[src/rtl/vga_clk_pkg.sv]
// rtl/vga_clk_pkg.sv - shared constants and helpers for the programmable VGA clock divider
package vga_clk_pkg;

    localparam int unsigned MIN_DIV     = 2;
    localparam int unsigned VGA_PIX_DIV = 2;

    // clk_out stays high while the count is below this threshold
    function automatic logic [31:0] half_div(input logic [31:0] n);
        return n >> 1;
    endfunction

endpackage

[src/rtl/clk_div_prog.sv]
// rtl/clk_div_prog.sv - runtime-programmable clock divider with tick enable and load handshake
module clk_div_prog
    import vga_clk_pkg::*;
#(
    parameter int WIDTH       = 8,
    parameter int DEFAULT_DIV = 2
) (
    input  logic             clk,
    input  logic             rst_n,
    input  logic             en,
    input  logic [WIDTH-1:0] div_val,
    input  logic             div_load,
    output logic             div_ack,
    output logic             div_err,
    output logic             pending,
    output logic [WIDTH-1:0] active_div,
    output logic             clk_out,
    output logic             tick
);

    generate
        if (DEFAULT_DIV < int'(MIN_DIV) || DEFAULT_DIV > (2 ** WIDTH) - 1) begin : g_bad_default
            $error("clk_div_prog: DEFAULT_DIV out of range");
        end
    endgenerate

    logic [WIDTH-1:0] r_cnt;
    logic [WIDTH-1:0] r_active_div;
    logic [WIDTH-1:0] r_pend_div;
    logic             r_pending;
    logic             r_clk_out;
    logic             r_tick;
    logic             r_ack;
    logic             r_err;

    logic             w_wrap;
    logic             w_apply;
    logic             w_load_ok;
    logic [WIDTH-1:0] w_div_eff;
    logic [WIDTH-1:0] w_half_eff;
    logic [WIDTH-1:0] w_cnt_new;

    // The increment path is only selected when cnt < N-1, so cnt+1 never overflows
    always_comb begin
        w_wrap     = (r_cnt == r_active_div - WIDTH'(1));
        w_apply    = en && w_wrap && r_pending;
        w_load_ok  = div_load && (32'(div_val) >= MIN_DIV);
        w_div_eff  = w_apply ? r_pend_div : r_active_div;
        w_half_eff = WIDTH'(half_div(32'(w_div_eff)));
        w_cnt_new  = w_wrap ? '0 : r_cnt + WIDTH'(1);
    end

    always_ff @(posedge clk or negedge rst_n) begin
        if (!rst_n) begin
            r_cnt        <= '0;
            r_active_div <= WIDTH'(DEFAULT_DIV);
            r_pend_div   <= '0;
            r_pending    <= 1'b0;
            r_clk_out    <= 1'b0;
            r_tick       <= 1'b0;
            r_ack        <= 1'b0;
            r_err        <= 1'b0;
        end else begin
            r_ack <= w_load_ok;
            r_err <= div_load && !w_load_ok;

            if (en) begin
                r_cnt     <= w_cnt_new;
                r_clk_out <= (w_cnt_new < w_half_eff);
                r_tick    <= (w_cnt_new == w_div_eff - WIDTH'(1));
            end else begin
                r_tick    <= 1'b0;
            end

            if (w_apply) begin
                r_active_div <= r_pend_div;
            end

            // A fresh accepted load wins over the apply clearing pending
            if (w_load_ok) begin
                r_pend_div <= div_val;
                r_pending  <= 1'b1;
            end else if (w_apply) begin
                r_pending  <= 1'b0;
            end
        end
    end

    assign div_ack    = r_ack;
    assign div_err    = r_err;
    assign pending    = r_pending;
    assign active_div = r_active_div;
    assign clk_out    = r_clk_out;
    assign tick       = r_tick;

endmodule

[config.mk]
export PLATFORM = sky130hd
export DESIGN_NAME = clk_div_prog
export DESIGN_NICKNAME = d
export VERILOG_FILES = /design/src/rtl/vga_clk_pkg.sv /design/src/rtl/clk_div_prog.sv
export SDC_FILE = /design/constraint.sdc
export NUM_CORES = 1
export LEC_CHECK = 0
export ABC_AREA = 1
export CAP_MARGIN = 20
export CORE_UTILIZATION = 37
export CTS_BUF_LIST = sky130_fd_sc_hd__clkbuf_4
export DETAILED_ROUTE_END_ITERATION = 16
export SLEW_MARGIN = 20
export SYNTH_ARGS = -nofsm -noshare
export SYNTH_HDL_FRONTEND = slang
export SYNTH_SLANG_ARGS = --single-unit
[constraint.sdc]
create_clock -name clk -period 3.45 [get_ports clk]
set_clock_uncertainty 0.2 [all_clocks]
set_input_delay 0.69 -clock clk [delete_from_list [all_inputs] [get_ports clk]]
set_output_delay 0.69 -clock clk [all_outputs]
set_load 0.01 [all_outputs]
# Word-level counts from Yosys, hierarchy flattened
# Index checks and enable logic that the tools add are counted.
# classes
addsub	3
mul	0
div_mod_pow	0
n_lt_le_gt_ge	2
n_eq_ne	2
shift	0
mux	5
n_bitwise	0
n_reduce_logical	6
# ops
operator	n
$eq 8x8->1	2
$mux 8	2
$sub 8x1->8 const B	2
$add 8x1->8 const B	1
$ge 8x2->1 const B	1
$lt 8x7->1	1
$logic_and 1x1->1	4
$mux 1	3
$reduce_bool 2->1	1
$logic_not 1->1	1
# totals
ff_bits	29
latch_bits	0
ramBits	0
rom_bits	0
input_bits	12
output_inout_bits	13
wordCells	26
mem_count	0

# Longest topological paths before layout
# logic_depth
ltp_word	8
mapped_depth	24
depth_no_buf	24

# Least setup slack after synthesis
# Ideal clock, no wire load.
# synth_timing
path_kind	flip-flop to flip-flop
start	register r_active_div[1] (netlist: active_div[1])
end	register r_tick (netlist: tick)
setup_time_ps	69
t_arrival_ps	2864
slack_ps	317
stages_incl_launch_ff	25
n_path_buf	0
path_cell_list	dfstp_2 -> inv_1 -> ha_1 -> nand2_1 -> inv_1 -> nor2_1 -> nand4_1 -> nor2_4 -> nand2_2 -> nor2_4 -> nand4_4 -> nand2_1 -> nand2_2 -> ha_1 -> nand3_1 -> nand2_1 -> nor2_1 -> nand2_1 -> nor2_1 -> nand2_1 -> nor2_1 -> nand2_1 -> nor2_1 -> nand2_1 -> nor2_2
# synth_via
elab_chain_len	8
word_cells_on_any_way	9
cone_classes	2 x add/sub; 2 x eq/ne; 3 x mux; 2 x reduce/logical
# synth_rtl
element	line_no	text
start, declared	clk_div_prog.sv:28	logic [WIDTH-1:0] r_active_div;
start signal, assigned	clk_div_prog.sv:56	r_active_div <= WIDTH'(DEFAULT_DIV);
start signal, assigned	clk_div_prog.sv:76	r_active_div <= r_pend_div;
$sub 8x1->8	clk_div_prog.sv:45	w_wrap = (r_cnt == r_active_div - WIDTH'(1));
$eq 8x8->1	clk_div_prog.sv:45	
$logic_and 1x1->1 (2 in a row)	clk_div_prog.sv:46	w_apply = en && w_wrap && r_pending;
$mux 8	n/a	
$sub 8x1->8	clk_div_prog.sv:70	r_tick <= (w_cnt_new == w_div_eff - WIDTH'(1));
$eq 8x8->1 (*)	clk_div_prog.sv:70	
$mux 1 (*)	clk_div_prog.sv:67	if (en) begin
end signal, assigned	clk_div_prog.sv:70	
end, declared	clk_div_prog.sv:32	logic r_tick;
# Every way passes the cells marked *; elsewhere a longest branch is shown, timed or not.
# A chain may end at the register's enable or synchronous reset.

# Final worst setup path
# Ends and elaborated chain as after synthesis.

==> impl_metrics.env <==
export IMPL_status="finished clean"
export IMPL_hold_viol=0
export IMPL_grt_pass1_wl_um=9880
export IMPL_cp_startpoint="active_div[1]"
export IMPL_synth_edf_count=0
export IMPL_ios=25
export IMPL_cp_endpoint="tick"
export IMPL_swShare=0.391
export IMPL_cp_arrival_ns=3.18
export IMPL_max_freq_mhz=322
export IMPL_stdcell_area_mm2=0.00284
export IMPL_p_switching_mw=0.447
export IMPL_cts_hold_buf=0
export IMPL_n_antenna_cell=0
export IMPL_wl_per_cell_um=13.0
export IMPL_p_clk_frac=0.249
export IMPL_crit_type="register to register"
export IMPL_synth_seq_cells=29
export IMPL_floorplan_initialDensity=0.391
export IMPL_yosysWarnings=0
export IMPL_crit_path_top_delay_cell="dfstp_2"
export IMPL_post_dp_hpwl_um=4780
export IMPL_placed_cells_incl_taps=446
export IMPL_clkSlewWorstSetupHoldPaths_ns=0.10
export IMPL_slew_viol_final=0
export IMPL_gp_congestion=0.911
export IMPL_die_area_mm2=0.00669
export IMPL_cp_end_kind="register"
export IMPL_cpPeakStageDelay_ns=0.56
export IMPL_syn_nets=364
export IMPL_clock_sinks=29
export IMPL_maxCapViolCount=0
export IMPL_final_cells=456
export IMPL_finalNetCount=401
export IMPL_r2r_slack_ns=0.35
export IMPL_intPower_mw=0.698
export IMPL_io_buffers=24
export IMPL_drt_iter0_markers=114
export IMPL_area_growth_pct=20.8
export IMPL_syn_area_per_cell_um2=6.87
export IMPL_leakagePower_nw=1.34
export IMPL_wirelength_um=5950
export IMPL_multi_input_area_mm2=0.00144
export IMPL_hold_depth=2
export IMPL_post_route_util=0.472
export IMPL_clockBufferDepth=2
export IMPL_cp_max_fo=6
export IMPL_layout_drive_gt1_share=0.181
export IMPL_power_density_mw_per_mm2=403
export IMPL_crit_top_cell="nand2_1"
export IMPL_setup_viol=0
export IMPL_slew_headroom=0.676
export IMPL_hold_start="clk_out"
export IMPL_grt_pass1_vias=2027
export IMPL_vias_per_cell=4.89
export IMPL_synth_cells=343
export IMPL_r2r_end="tick"
export IMPL_crit_chain="inv_1, ha_4, inv_1, nand2_1, nand3_2, nand4_1, nor2_4, nand3_2, nor2_4, nand4_1, nand2_1, ha_1, nand3_1, nand2_1, nor2_1, nand2_1, nor2_1, nand2_1, nor2_1, nand2_1, nor2_1, nand2_1, nor2_2"
export IMPL_hp_class="register to register"
export IMPL_r2r_cells=23
export IMPL_ys_async_sr_fraction=1.00
export IMPL_ys_flop_type="dfrtp_1"
export IMPL_numCtsBuffers=5
export IMPL_worstMarginPinSlew_ns=0.486
export IMPL_dr_pass1_iters=4
export IMPL_irDropWorstVdd_mv=0.210
export IMPL_clockRootBuffer="clkbuf_4"
export IMPL_die_w_um=81.8
export IMPL_cts_tree="built"
export IMPL_fin_crit_ns=3.10
export IMPL_fill_cells=665
export IMPL_synth_distinct_cells=30
export IMPL_seq_power_share=0.382
export IMPL_antenna_found_initial=0
export IMPL_grt_ovfl_total=0
export IMPL_row_count=28
export IMPL_fin_crit_sh=0.900
export IMPL_seqCellArea_um2=727
export IMPL_setup_worst_path_start_class="register"
export IMPL_core_area_mm2=0.00603
export IMPL_clk_latency_ns=0.33
export IMPL_cp_required_ns=3.53
export IMPL_comb_power_share=0.370
export IMPL_ys_seq_area_frac=0.309
export IMPL_drc=0
export IMPL_r2r_start="active_div[1]"
export IMPL_netlist_area_mm2=0.00235
export IMPL_total_power_mw=1.15
export IMPL_grt_max_degree=30
export IMPL_tns_ns=0
export IMPL_vias=2228
export IMPL_cts_htree_levels=2
export IMPL_die_h_um=81.8
export IMPL_postRouteAntennaNets=0
export IMPL_grt_usage=0.202
export IMPL_place_area_mm2=0.00273
==> metal layers <==
metal / up-vias / GRT usage / routed length, µm / share of wire
met5: - / 0 / 0 / 0
met4: 0 / 0.0702 / 100 / 0.017
met3: 7 / 0.0311 / 194 / 0.033
met2: 42 / 0.327 / 2730 / 0.46
met1: 1013 / 0.271 / 2930 / 0.49
li1: 1166 / - / - / -
==> worst min-delay path by stage <==
| stage | to |
|---|---|
| 2_1_floorplan | active_div[0] |
| 3_3_place_gp | clk_out |
| 3_5_place_dp | clk_out |
| 4_1_cts | clk_out |
| 5_1_grt | clk_out |
| 6_report | clk_out |
==> final cells by class <==
type,instances,share of cell area
flip-flops and latches,29,0.256
repair buffers,33,0.108
clock inverters,2,0.0119
well taps,75,0.0330
multi-input cells,258,0.505
inverters,53,0.0708
clock buffers,6,0.0158
==> power by group through the flow <==
stage | clock network [mW] | registers, mW | logic (mW)
floorplan | 0 | 0.429 | 0.309
global placement | 0 | 0.440 | 0.415
detailed placement | 0 | 0.442 | 0.420
CTS | 0.293 | 0.435 | 0.422
global route | 0.305 | 0.442 | 0.489
finish | 0.285 | 0.437 | 0.424
==> registers in the layout, summed over array words and instances (netlist names) <==
register,count
clk_out,1
tick,1
div_err,1
pending,1
r_cnt,8
div_ack,1
r_pend_div,8
active_div,8
==> synthesized netlist by cell type, types with 3 or more instances <==
cell type	count	area share
nor2_1	28	0.045
xor2_1	6	0.022
inv_2	7	0.011
clkinv_1	3	0.0048
nor2_4	8	0.038
dfrtp_1	28	0.30
nor2_2	6	0.016
nand4_1	13	0.035
nand3_1	23	0.049
inv_1	43	0.069
nand2_2	10	0.027
ha_1	9	0.048
nand2_1	109	0.17
a21oi_1	6	0.013
o21ai_0	17	0.036
nand2_4	5	0.024
nand3_2	5	0.021
==> cell usage in the layout (no fill, tap or decap), types with 2 or more instances in the layout <==
cell type and instances:
nor2_1 27, xor2_1 6, nand3_1 22, clkdlybuf4s50_1 24, inv_2 6, clkinv_1 4, dfrtp_1 28, ha_1 8
nor3_1 2, nand2_2 10, nand3_2 6, o21ai_0 17, nand2_4 5, nand4_1 13, nor2_2 7, clkbuf_4 6
o21ai_2 2, inv_1 43, nor2_4 8, nand2_1 109, a21oi_1 6, buf_4 9, nand4_2 2
==> critical path, delay by kind of cell (launching register included) <==
kind	cells	cell delay, ns
adder cells (fa/ha/maj)	2	0.44
AND/OR/NAND/NOR	19	1.70
buffers and inverters	2	0.15
flip-flops	1	0.56
==> what timing repair did <==
item | in CTS | in global routing
buffers inserted | 0 | 2
endpoints found under the setup margin | 0 | 2
resized for setup | 0 | 5
==> per-stage QoR <==
step	setup slack, ns	hold slack, ns
2_1_floorplan	0.317	0.194
3_3_place_gp	0.299	0.268
3_5_place_dp	0.222	0.266
4_1_cts	0.214	0.292
5_1_grt	-0.00251	0.319
6_report	0.346	0.289
==> kinds of logic (layout without fill, tap and decap cells) <==
| family | after synthesis | count (layout) | share of synthesized area |
|---|---|---|---|
| AND/OR/NAND/NOR | 216 | 216 | 0.464 |
| buffers and inverters | 56 | 94 | 0.0903 |
| flip-flops | 29 | 29 | 0.309 |
| AO/OA/AOI/OAI | 25 | 25 | 0.0563 |
| adder cells (fa/ha/maj) | 9 | 9 | 0.0478 |
| XOR/XNOR | 8 | 8 | 0.0329 |
Note: power is estimated with default switching activity, not from simulation.
